### config.mk
export PLATFORM = sky130hd
export DESIGN_NAME = uart_tx_serializer
export DESIGN_NICKNAME = d
export VERILOG_FILES = /design/src/rtl/uart_tx_serializer.sv
export SDC_FILE = /design/constraint.sdc
export NUM_CORES = 1
export LEC_CHECK = 0
export ABC_AREA = 1
export BUFFER_PORTS_ARGS = -buffer_cell sky130_fd_sc_hd__buf_2
export CAP_MARGIN = 25
export CORE_MARGIN = 10
export CORE_UTILIZATION = 50
export DETAILED_ROUTE_END_ITERATION = 7
export PLACE_DENSITY = 0.8
export SYNTH_ARGS = -nofsm -noshare
export SYNTH_HDL_FRONTEND = slang
export SYNTH_SLANG_ARGS = --single-unit
export TNS_END_PERCENT = 100
### constraint.sdc
create_clock -name clk -period 1.5 [get_ports clk]
set_input_delay 0.3 -clock clk [delete_from_list [all_inputs] [get_ports clk]]
set_output_delay 0.3 -clock clk [all_outputs]
set_load 0.005 [all_outputs]
### src/rtl/uart_tx_serializer.sv
// UART transmit serializer driven by a 16x oversampling tick: start bit, DBIT data bits LSB first,
// optional even parity, then SB_TICK ticks of stop. Define UART_TX_PARITY_EN to insert the parity bit.
module uart_tx_serializer #(
    parameter int DBIT    = 8,
    parameter int SB_TICK = 16
) (
    input  logic            clk,
    input  logic            reset,
    input  logic            s_tick,
    input  logic            tx_start,
    input  logic [DBIT-1:0] din,
    output logic            tx,
    output logic            tx_busy,
    output logic            tx_done_tick
);

    // Tick counter must also reach SB_TICK-1 while in STOP.
    localparam int SW = (SB_TICK > 16) ? $clog2(SB_TICK) : 4;

    localparam logic [SW-1:0] S_ZERO      = SW'(0);
    localparam logic [SW-1:0] S_ONE       = SW'(1);
    localparam logic [SW-1:0] S_LAST      = SW'(15);
    localparam logic [SW-1:0] S_STOP_LAST = SW'(SB_TICK - 1);
    localparam logic [2:0]    N_LAST      = 3'(DBIT - 1);

`ifdef UART_TX_PARITY_EN
    typedef enum logic [2:0] {
        IDLE   = 3'd0,
        START  = 3'd1,
        DATA   = 3'd2,
        PARITY = 3'd3,
        STOP   = 3'd4
    } state_t;

    function automatic logic even_parity(input logic [DBIT-1:0] v);
        return ^v;
    endfunction
`else
    typedef enum logic [2:0] {
        IDLE  = 3'd0,
        START = 3'd1,
        DATA  = 3'd2,
        STOP  = 3'd4
    } state_t;
`endif

    state_t          state_q, state_d;
    logic [SW-1:0]   s_q, s_d;
    logic [2:0]      n_q, n_d;
    logic [DBIT-1:0] b_q, b_d;
    logic            tx_q, tx_d;
    logic            busy_q, busy_d;
    logic            done_q, done_d;
`ifdef UART_TX_PARITY_EN
    logic            par_q, par_d;
`endif

    // State and output registers; reset forces the line idle-high and abandons any frame.
    always_ff @(posedge clk or posedge reset) begin
        if (reset) begin
            state_q <= IDLE;
            s_q     <= S_ZERO;
            n_q     <= 3'd0;
            b_q     <= {DBIT{1'b0}};
            tx_q    <= 1'b1;
            busy_q  <= 1'b0;
            done_q  <= 1'b0;
`ifdef UART_TX_PARITY_EN
            par_q   <= 1'b0;
`endif
        end else begin
            state_q <= state_d;
            s_q     <= s_d;
            n_q     <= n_d;
            b_q     <= b_d;
            tx_q    <= tx_d;
            busy_q  <= busy_d;
            done_q  <= done_d;
`ifdef UART_TX_PARITY_EN
            par_q   <= par_d;
`endif
        end
    end

    // Next-state logic; counters only move on s_tick cycles.
    always_comb begin
        state_d = state_q;
        s_d     = s_q;
        n_d     = n_q;
        b_d     = b_q;
`ifdef UART_TX_PARITY_EN
        par_d   = par_q;
`endif
        case (state_q)
            IDLE: begin
                if (tx_start) begin
                    state_d = START;
                    b_d     = din;
                    s_d     = S_ZERO;
`ifdef UART_TX_PARITY_EN
                    par_d   = even_parity(din);
`endif
                end else begin
                    state_d = IDLE;
                end
            end
            START: begin
                if (s_tick) begin
                    if (s_q == S_LAST) begin
                        state_d = DATA;
                        s_d     = S_ZERO;
                        n_d     = 3'd0;
                    end else begin
                        s_d = s_q + S_ONE;
                    end
                end else begin
                    state_d = START;
                end
            end
            DATA: begin
                if (s_tick) begin
                    if (s_q == S_LAST) begin
                        s_d = S_ZERO;
                        b_d = b_q >> 1;
                        if (n_q == N_LAST) begin
`ifdef UART_TX_PARITY_EN
                            state_d = PARITY;
`else
                            state_d = STOP;
`endif
                        end else begin
                            n_d = n_q + 3'd1;
                        end
                    end else begin
                        s_d = s_q + S_ONE;
                    end
                end else begin
                    state_d = DATA;
                end
            end
`ifdef UART_TX_PARITY_EN
            PARITY: begin
                if (s_tick) begin
                    if (s_q == S_LAST) begin
                        state_d = STOP;
                        s_d     = S_ZERO;
                    end else begin
                        s_d = s_q + S_ONE;
                    end
                end else begin
                    state_d = PARITY;
                end
            end
`endif
            STOP: begin
                if (s_tick) begin
                    if (s_q == S_STOP_LAST) begin
                        state_d = IDLE;
                        s_d     = S_ZERO;
                    end else begin
                        s_d = s_q + S_ONE;
                    end
                end else begin
                    state_d = STOP;
                end
            end
            default: begin
                state_d = IDLE;
                s_d     = S_ZERO;
                n_d     = 3'd0;
            end
        endcase
    end

    // Registered outputs are computed from the next state so tx lags its cause by exactly one clock.
    always_comb begin
        done_d = (state_q == STOP) && s_tick && (s_q == S_STOP_LAST);
        case (state_d)
            IDLE:    tx_d = 1'b1;
            START:   tx_d = 1'b0;
            DATA:    tx_d = b_d[0];
`ifdef UART_TX_PARITY_EN
            PARITY:  tx_d = par_d;
`endif
            STOP:    tx_d = 1'b1;
            default: tx_d = 1'b1;
        endcase
        busy_d = (state_d != IDLE) || done_d;
    end

    assign tx           = tx_q;
    assign tx_busy      = busy_q;
    assign tx_done_tick = done_q;

endmodule

==> reports/qor.csv, run 1 <==
metric;value;unit
outcome;complete, but fails checks;
failing checks;hold timing;
Storage cell area;527;um2
Setup WS pre-CTS;0.0124;ns
Total GRT Usage;11.1;%
starting density of the core;54.1;%
global placement routability congestion;0.836;
synthesized instance count;137;
Worst-Skew Late Latency;0.31;ns
H-tree levels;1;
post-route ant nets;0;
Core Region;2020;um2
synthesized area;1090;um2
Net Count, Synth;152;
EDFF count, synth;0;
I/O pins;15;
Overflow after GRT;0;
DRC viols;0;
DRT iter0 DRCs;40;
fill cell count;171;
Critical Path Slowest Stage Cell;dfrtp_1;
fraction of layout cells with a size suffix above 1;30.7;%
clock tree buffer depth;2;
Post-Route WL;2410;um
CTS Buf Count;3;
Slew Limit Headroom;82.0;%
Final Util;65.0;%
first-pass iteration count of the detailed router;4;
n_diodes;0;
Max Cap Viol;0;
CTS clk-pin slew, worst paths;0.12;ns
largest net degree at the start of global routing;22;
total power;1.72;mW
wire per inst;12.7;um
crit path max fanout;3;
CTS tree;built;
startpoint type of the worst setup path;flop;
largest cells by area after synthesis;dfrtp_1 (46%), nand2_1 (15%), nand3_1 (6.4%);
CTS Sinks;21;
Setup crit end kind;flop;
CP Class;flop to flop;
critical path, cell by cell;ha_2 -> nand4_1 -> buf_4 -> nor2_4 -> nor2_2 -> or2_1;
Crit path arrival time;1.64;ns
num rows;16;
power per standard cell area;1310;nW/um2
Final WS setup;0.0605;ns
r2r startpoint;s_q[0];
worst path bufs/invs;1;
warnings from Yosys;0;
synth cell count leaders;nand2_1 (45), dfrtp_1 (20), nand3_1 (14);
cells on worst reg2reg path;6;
die area;4460;um2
CTS root buf;clkbuf_4;
main flop type after synthesis;dfrtp_1;
Tcrit/Tclk final;96.0;%
Lkg Pwr;0.684;nW
Die X-Extent;66.8;um
dpl hpwl;1800;um
CP top delay family;simple AND/OR/NAND/NOR gates;
CP peak stage delay;0.38;ns
area of the multi-input gates;532;um2
asr flop ratio synth;100;%
top-count cell post-synth;nand2_1;
IO Port Bufs;14;
area delta synth->final;20.0;%
Worst setup startpoint;s_q[0];
Peak Freq;0.695;GHz
skew final;0.00979;ns
Die Height;66.8;um
global-route wire length before repair;3970;um
vias in the first global route;986;
Crit path required time;1.70;ns
internal reg-to-reg setup slack;0.06;ns
final hold violations;11;
final setup fails;0;
hold crit path type;primary input to async pin;
nets;179;
register bit total from synthesis;21;
setup TNS;0;ns
Final Max Tran Viols;0;
Min Hold Slack;-0.00908;ns
slew at the pin closest to its max-slew limit;0.270;ns
routed vias/inst;5.13;
cell taking the most area after synthesis;dfrtp_1;
via count;975;
syn_area_per_cell;7.99;um2
Crit Reg-Reg Endpoint;b_q[0];
post-synthesis sequential area ratio;48.1;%
initial antenna violation count;0;
Yosys cell types;19;
Peak VDD IR;1010;uV
Synth top area share;45.7;%
minimum clock period;1.44;ns
sequential cells by signal, summed over array words and instances, names as in the netlist:
signal and cells:
state_q 3, tx 1, s_q 4, n_q 3
tx_done_tick 1, b_q 8, tx_busy 1
routing by layer:
metal	share of wire, %	wire [um]	vias up	global-route usage, %
li1	-	-	489	-
met1	44	1060	462	12.6
met2	51	1220	20	18.8
met3	4.2	102	4	3.01
met4	1.4	34	0	5.24
met5	0	0	-	0
how the worst max path moves through the flow:
stage               endpoint  cells past startpoint
floorplan             b_q[0]                      5
global placement      n_q[0]                      6
detailed placement    n_q[0]                      6
CTS                   n_q[0]                      6
global route          s_q[3]                      7
finish                b_q[0]                      6
cells by family (layout without fill, tap and decap cells):
group / Yosys count / count (layout) / synth area share (%)
XOR/XNOR: 2 / 2 / 1.60
AO/OA/AOI/OAI: 9 / 9 / 4.11
flip-flops: 21 / 21 / 48.1
adder cells (fa/ha/maj): 3 / 3 / 3.43
buffers and inverters: 17 / 43 / 5.83
AND/OR/NAND/NOR: 85 / 85 / 36.9
placed cells by master (no fill, tap or decap):
cell type  instances
nand3_2            4
inv_2              5
nor2_1             7
o21ai_2            1
nand2_1           45
xor2_1             2
a21oi_1            1
nand4_1            5
dfstp_2            1
inv_1             12
buf_2             14
clkinv_2           1
clkbuf_4           3
a21oi_2            1
buf_4              8
dfrtp_1           20
nand3_1           12
ha_1               2
o21ai_1            5
o21ai_0            1
ha_2               1
nand2_2            4
nor2_2             3
nand2_4            1
or2_1              1
nor2_4             3
repair_timing:
action,CTS,global route
hold buffers,0,0
resized for setup,0,7
setup endpoints to repair,1,14
buffers inserted,0,5
pin swaps,2,2
tightest hold or removal path, stage by stage:
cell   delay, ns
buf_2       0.09
inv_1       0.04
buf_4       0.27
layout make-up:
| class | count | area share (%) |
|---|---|---|
| Clock buffer | 3 | 1.71 |
| Clock inverter | 1 | 0.381 |
| Inverter | 17 | 4.86 |
| Multi-Input combinational cell | 99 | 40.5 |
| Sequential cell | 21 | 40.1 |
| Tap cell | 27 | 2.57 |
| Timing Repair Buffer | 22 | 9.90 |
through the flow:
step / instance area [um2] / cells
6_report: 1310 / 190
5_1_grt: 1310 / 190
4_1_cts: 1250 / 185
3_5_place_dp: 1220 / 181
3_3_place_gp: 1220 / 181
2_1_floorplan: 1090 / 137
power breakdown:
group	leakage, nW	switching (mW)	total [mW]	internal (mW)
logic	0.399	0.342	0.600	0.258
clock network	0.0177	0.176	0.276	0.0996
registers	0.267	0.107	0.847	0.740
No activity file was read; power rests on OpenSTA's default activity.
==> run 2, diff against run 1 <==
--- a/config.mk
+++ b/config.mk
@@ -11,6 +11,7 @@
 export CORE_MARGIN = 10
 export CORE_UTILIZATION = 50
 export DETAILED_ROUTE_END_ITERATION = 7
+export HOLD_SLACK_MARGIN = 0.03
 export PLACE_DENSITY = 0.8
 export SYNTH_ARGS = -nofsm -noshare
 export SYNTH_HDL_FRONTEND = slang
==> constraint.sdc (replaced) <==
create_clock -name clk -period 1.85 [get_ports clk]
set_input_delay 0.37 -clock clk [delete_from_list [all_inputs] [get_ports clk]]
set_output_delay 0.37 -clock clk [all_outputs]
set_load 0.005 [all_outputs]
==> reports/qor.csv, run 2 (synthesis gave the netlist of run 1 again) <==
metric;value;unit;change
CP top delay family;simple AND/OR/NAND/NOR gates;;
fraction of layout cells with a size suffix above 1;23.1;%;-7.6 points
CTS Sinks;21;;unchanged
via count;924;;-5.2%
skew final;0.00283;ns;-0.00696 ns
Peak Freq;0.642;GHz;-7.5%
Post-Place Cells;179;;-1.1%
num rows;16;;unchanged
die area;4460;um2;unchanged
wire per inst;11.9;um;-6.0%
global placement routability congestion;0.795;;-4.8%
dpl hpwl;1690;um;-5.8%
RSZ-0062 raised after global routing;false;;
outcome;complete, no violations;;
Post-Route WL;2190;um;-9.5%
Die Height;66.8;um;unchanged
crit path max fanout;7;;+4
final setup fails;0;;unchanged
Worst-Skew Late Latency;0.30;ns;about the same
power per standard cell area;1080;nW/um2;-18%
largest net degree at the start of global routing;22;;unchanged
routed vias/inst;5.05;;-1.6%
Crit path arrival time;1.76;ns;+0.12 ns
Setup crit end kind;flop;;
biggest regs;b_q x8, s_q x4;;
Peak VDD IR;651;uV;-35%
Die X-Extent;66.8;um;unchanged
I/O pins;15;;unchanged
H-tree levels;1;;unchanged
post-route ant nets;0;;unchanged
metal3 WL;105;um;+2.9%
met2 WL post-DR;1060;um;-13%
Max Cap Viol;0;;unchanged
Slew Limit Headroom;81.6;%;-0.39 points
Final Util;61.0;%;-4.0 points
Tcrit/Tclk final;84.2;%;-12 points
Total GRT Usage;10.9;%;-0.24 points
minimum clock period;1.56;ns;+0.117 ns
CTS root buf;clkbuf_4;;
CP Class;flop to flop;;
Lkg Pwr;0.646;nW;-5.6%
top layer in use;met4;;
max reg flops;8;;unchanged
vias in the first global route;885;;-10%
Core Region;2020;um2;unchanged
Min Hold Slack;0.0635;ns;+0.0726 ns
global-route wire length before repair;3840;um;-3.3%
fin area;1230;um2;-6.2%
slew at the pin closest to its max-slew limit;0.274;ns;+0.00396 ns
Finished Layout Cells;183;;-3.7%
Final Max Tran Viols;0;;unchanged
CTS clk-pin slew, worst paths;0.11;ns;about the same
initial antenna violation count;0;;unchanged
Final WS setup;0.293;ns;+0.233 ns
final hold violations;0;;-11
Cell Area, Placed;1210;um2;-1.2%
Metal-1 WL;975;um;-7.8%
DRT iter0 DRCs;79;;+98%
hold_buf cts;0;;unchanged
n_diodes;0;;unchanged
starting density of the core;54.1;%;unchanged
worst path bufs/invs;0;;-1
IO Port Bufs;14;;unchanged
DRC viols;0;;unchanged
critical path, cell by cell;ha_1 -> nand4_1 -> nor2_4 -> nor2_2 -> or2_1;;
first-pass iteration count of the detailed router;4;;unchanged
CTS tree;built;;
Critical Path Slowest Stage Cell;dfrtp_1;;
fill cell count;184;;+7.6%
CTS Buf Count;3;;unchanged
most frequent cells in the layout;nand2_1 (45), dfrtp_1 (20), nand3_1 (14), buf_2 (14), inv_1 (12);;
Crit path required time;2.05;ns;+0.35 ns
total power;1.33;mW;-23%
CP peak stage delay;0.41;ns;+0.03 ns
commonest non-fill, non-tap cell in the layout;nand2_1;;
clock tree buffer depth;2;;unchanged
setup TNS;0;ns;unchanged
Largest Register;b_q;;
internal reg-to-reg setup slack;0.29;ns;+0.23 ns
Setup Fix Bufs, Post-CTS;0;;unchanged
Overflow after GRT;0;;unchanged
Setup WS pre-CTS;0.317;ns;+0.305 ns
Post-CTS Resized;0;;unchanged
startpoint type of the worst setup path;flop;;
area delta synth->final;12.6;%;
hold crit path type;primary input to async pin;;
nets;172;;-3.9%
==> run 2: path summary, 6_finish.rpt <==
check / to / cells past startpoint / from
min in group clk: b_q[7] / 3 / din[7]
setup / recovery: b_q[0] / 5 / s_q[0]
hold reg to reg: b_q[7] / 2 / b_q[7]
hold / removal: b_q[3] / 3 / reset
setup reg to reg: b_q[0] / 5 / s_q[0]
max in group asynchronous: tx / 3 / reset
==> run 2: area by class of cell <==
class,instances,area [um2],share of cell area (%)
clock buffer,4,26.3,2.13
inverter,17,63.8,5.18
multi-input combinational,99,504,40.9
sequential,21,527,42.7
tap,27,33.8,2.74
timing repair buffer,15,77.6,6.29
==> run 2: where the power goes <==
part           internal, mW  leakage, nW  switching [mW]
Sequential            0.600        0.267          0.0912
Combinational         0.168        0.363           0.248
Clock                0.0842       0.0150           0.135
==> run 2: layer usage <==
| layer | global-route usage [%] | vias up |
|---|---|---|
| li1 | - | 472 |
| met1 | 12.4 | 424 |
| met2 | 18.0 | 23 |
| met3 | 3.18 | 5 |
| met4 | 5.50 | 0 |
| met5 | 0 | - |
==> run 2: worst register-to-register path: stages (launching register included) <==
cell and delay (ns):
dfrtp_1 0.41, ha_1 0.25, nand4_1 0.27, nor2_4 0.25
nor2_2 0.06, or2_1 0.22
==> run 3, diff against run 2 <==
--- a/config.mk
+++ b/config.mk
@@ -5,7 +5,7 @@
 export SDC_FILE = /design/constraint.sdc
 export NUM_CORES = 1
 export LEC_CHECK = 0
-export ABC_AREA = 1
+export ABC_AREA = 0
 export BUFFER_PORTS_ARGS = -buffer_cell sky130_fd_sc_hd__buf_2
 export CAP_MARGIN = 25
 export CORE_MARGIN = 10
==> constraint.sdc (replaced) <==
create_clock -name clk -period 1.6 [get_ports clk]
set_input_delay 0.32 -clock clk [delete_from_list [all_inputs] [get_ports clk]]
set_output_delay 0.32 -clock clk [all_outputs]
set_load 0.005 [all_outputs]
==> reports/qor.csv, run 3 <==
metric;value;unit;change
Worst-Skew Late Latency;0.31;ns;about the same
CTS root buf;clkbuf_4;;
Max Cap Viol;0;;unchanged
EDFF count, synth;0;;unchanged
slew at the pin closest to its max-slew limit;0.355;ns;+0.0807 ns
Post-Place Cells;153;;-15%
Core Region;2210;um2;+9.4%
routed vias/inst;5.83;;+15%
skew final;0.00502;ns;+0.00218 ns
Comb pwr share;37.0;%;+5.6 points
Finished Layout Cells;160;;-13%
asr flop ratio synth;100;%;unchanged
largest cells by area after synthesis;dfrtp_1 (43%), nand2_1 (5.8%), a22oi_1 (3.9%);;
hold crit path type;primary input to flop;;
first-pass iteration count of the detailed router;5;;+1
post-route ant nets;0;;unchanged
cells on worst reg2reg path;4;;-1
Largest Register;b_q;;
CP peak stage delay;0.51;ns;+0.10 ns
startpoint type of the worst setup path;flop;;
Tcrit/Tclk final;100;%;+16 points
cell taking the most area after synthesis;dfrtp_1;;
Yosys cell types;42;;+23
die area;4640;um2;+4.1%
Net Switching;676;uW;+43%
H-tree levels;1;;unchanged
Final Max Tran Viols;0;;unchanged
worst path bufs/invs;0;;unchanged
Final Util;61.1;%;+0.13 points
synthesized instance count;109;;-20%
vias in the first global route;927;;+4.7%
synth cell count leaders;dfrtp_1 (20), nand2_1 (18), inv_1 (7);;
Total GRT Usage;11.6;%;+0.71 points
DRC viols;0;;unchanged
Net Count, Synth;124;;-18%
starting density of the core;52.4;%;-1.8 points
Crit path required time;1.79;ns;-0.26 ns
Hold Path Depth;3;;
Int Pwr;1.14;mW;+34%
CTS tree;built;;
Critical Path Slowest Stage Cell;dfrtp_2;;
nets;148;;-14%
warnings from Yosys;0;;unchanged
top-count cell post-synth;dfrtp_1;;
outcome;complete, no violations;;
r2r startpoint;state_q[1];;
syn_area_per_cell;10.6;um2;+33%
register bit total from synthesis;21;;unchanged
critical path, cell by cell;xnor2_1 -> o21ai_4 -> a221oi_1 -> o22ai_1;;
Setup crit end kind;flop;;
internal reg-to-reg setup slack;0.0004;ns;-0.29 ns
synthesized area;1160;um2;+5.8%
largest net degree at the start of global routing;13;;-41%
Peak Freq;0.625;GHz;-2.7%
final setup fails;0;;unchanged
DRT iter0 DRCs;37;;-53%
CTS clk-pin slew, worst paths;0.12;ns;about the same
initial antenna violation count;0;;unchanged
IO Port Bufs;14;;unchanged
minimum clock period;1.60;ns;+0.0428 ns
I/O pins;15;;unchanged
Hold Crit Start;din[7];;
biggest regs;b_q x8, s_q x4;;
dpl hpwl;1850;um;+9.5%
via count;933;;+0.97%
final hold violations;0;;unchanged
fraction of layout cells with a size suffix above 1;36.4;%;+13 points
global placement routability congestion;0.915;;+15%
RSZ-0062 raised after global routing;true;;
Crit path arrival time;1.79;ns;+0.03 ns
CTS Sinks;21;;unchanged
Lkg Pwr;0.619;nW;-4.1%
crit path max fanout;9;;+2
Clock power frac;14.7;%;-1.8 points
n_diodes;0;;unchanged
CP Class;flop to flop;;
num rows;17;;+1
clock tree buffer depth;2;;unchanged
area delta synth->final;16.6;%;
CP top delay family;compound AO/OA/AOI/OAI gates;;
hold worst-path end;b_q[7];;
post-synthesis sequential area ratio;45.5;%;-2.6 points
main flop type after synthesis;dfrtp_1;;
power per standard cell area;1340;nW/um2;+25%
most frequent cells in the layout;dfrtp_1 (19), nand2_1 (18), buf_2 (14), buf_4 (10), inv_1 (7);;
Peak VDD IR;809;uV;+24%
Post-Route WL;2580;um;+18%
wire per inst;16.1;um;+35%
global-route wire length before repair;4280;um;+11%
Overflow after GRT;0;;unchanged
CTS Buf Count;3;;unchanged
commonest non-fill, non-tap cell in the layout;dfrtp_1;;
max reg flops;8;;unchanged
Slew Limit Headroom;76.2;%;-5.4 points
Synth top area share;43.2;%;-2.5 points
register share of total power;48.3;%;-3.8 points
Die Height;68.1;um;+2.0%
Crit Reg-Reg Endpoint;s_q[3];;
switching portion of total power;37.2;%;+1.5 points
Die X-Extent;68.1;um;+2.0%
run 3: cell types whose count changed in the layout (fill, tap and decap cells not counted), moves of 3 or more:
| cell | previous run | this run |
|---|---|---|
| nand2_1 | 45 | 18 |
| nand3_1 | 14 | 2 |
| buf_4 | 1 | 10 |
| a22oi_1 | 0 | 6 |
| inv_1 | 12 | 7 |
| inv_2 | 5 | 0 |
| o21ai_1 | 6 | 1 |
| nand2_2 | 4 | 0 |
| nor2_1 | 8 | 5 |
| nor2_2 | 3 | 0 |
run 3: worst max-delay path by stage:
| stage | start | end | slack [ns] | cells past startpoint |
|---|---|---|---|---|
| after detailed placement | s_q[0] | b_q[0] | 0.03 | 5 |
| after global routing | state_q[1] | s_q[3] | -0.12 | 4 |
| after global placement | s_q[0] | b_q[0] | 0.09 | 5 |
| after floorplan | s_q[0] | b_q[0] | 0.001 | 7 |
| final | state_q[1] | s_q[3] | 0.0004 | 4 |
| after CTS | s_q[0] | b_q[0] | 0.02 | 5 |
run 3: worst min-delay path: cells and delay by family:
family                 cells  cell delay [ns]
buffers and inverters      1             0.07
AO/OA/AOI/OAI              1             0.07
AND/OR/NAND/NOR            1             0.03
run 3: power by group through the flow:
stage	Sequential [mW]	Clock [mW]	Combinational [mW]
finish	0.877	0.267	0.671
CTS	0.873	0.269	0.602
global placement	0.874	0	0.576
detailed placement	0.880	0	0.595
floorplan	0.845	0	0.452
global route	0.897	0.292	0.749
run 3: routing by layer:
metal,vias up,global-route usage [%],routed length [um]
met5,-,0,0
met4,0,5.78,74
met3,12,2.45,145
met2,39,17.8,1180
met1,445,15.1,1190
li1,437,-,-
run 3: metrics by stage:
stage          cell area [um2]  hold WS [ns]  TNS (ns)  total power, mW  worst slack, ns
2_1_floorplan             1170         0.296         0             1.30          0.00146
5_1_grt                   1350         0.227    -0.122             1.94           -0.122
3_5_place_dp              1280         0.261         0             1.48           0.0321
4_1_cts                   1310         0.213         0             1.75           0.0199
6_report                  1350         0.213         0             1.81         0.000448
3_3_place_gp              1280         0.250         0             1.45           0.0950
run 3: timing repair:
| action | CTS | global route |
|---|---|---|
| endpoints found under the setup margin | 0 | 9 |
| gates resized for setup | 0 | 5 |
| hold buffers | 1 | 0 |
| buffers inserted | 0 | 2 |
| endpoints found under the hold margin | 5 | 0 |
run 3: final cells by class:
class / count / area (um2)
clock buffers: 3 / 22.5
repair buffers: 25 / 155
multi-input cells: 75 / 579
fillers: 198 / 861
flip-flops and latches: 21 / 528
clock inverters: 1 / 5.00
inverters: 7 / 26.3
well taps: 28 / 35.0
run 3: cell families after synthesis:
family / count (synthesis) / synth area share (%)
fa+ha+maj: 3 / 3.24
compound gates: 28 / 20.6
mux: 2 / 1.84
flops: 21 / 45.5
simple gates: 41 / 20.6
buf+inv: 13 / 7.45
xor+xnor: 1 / 0.756
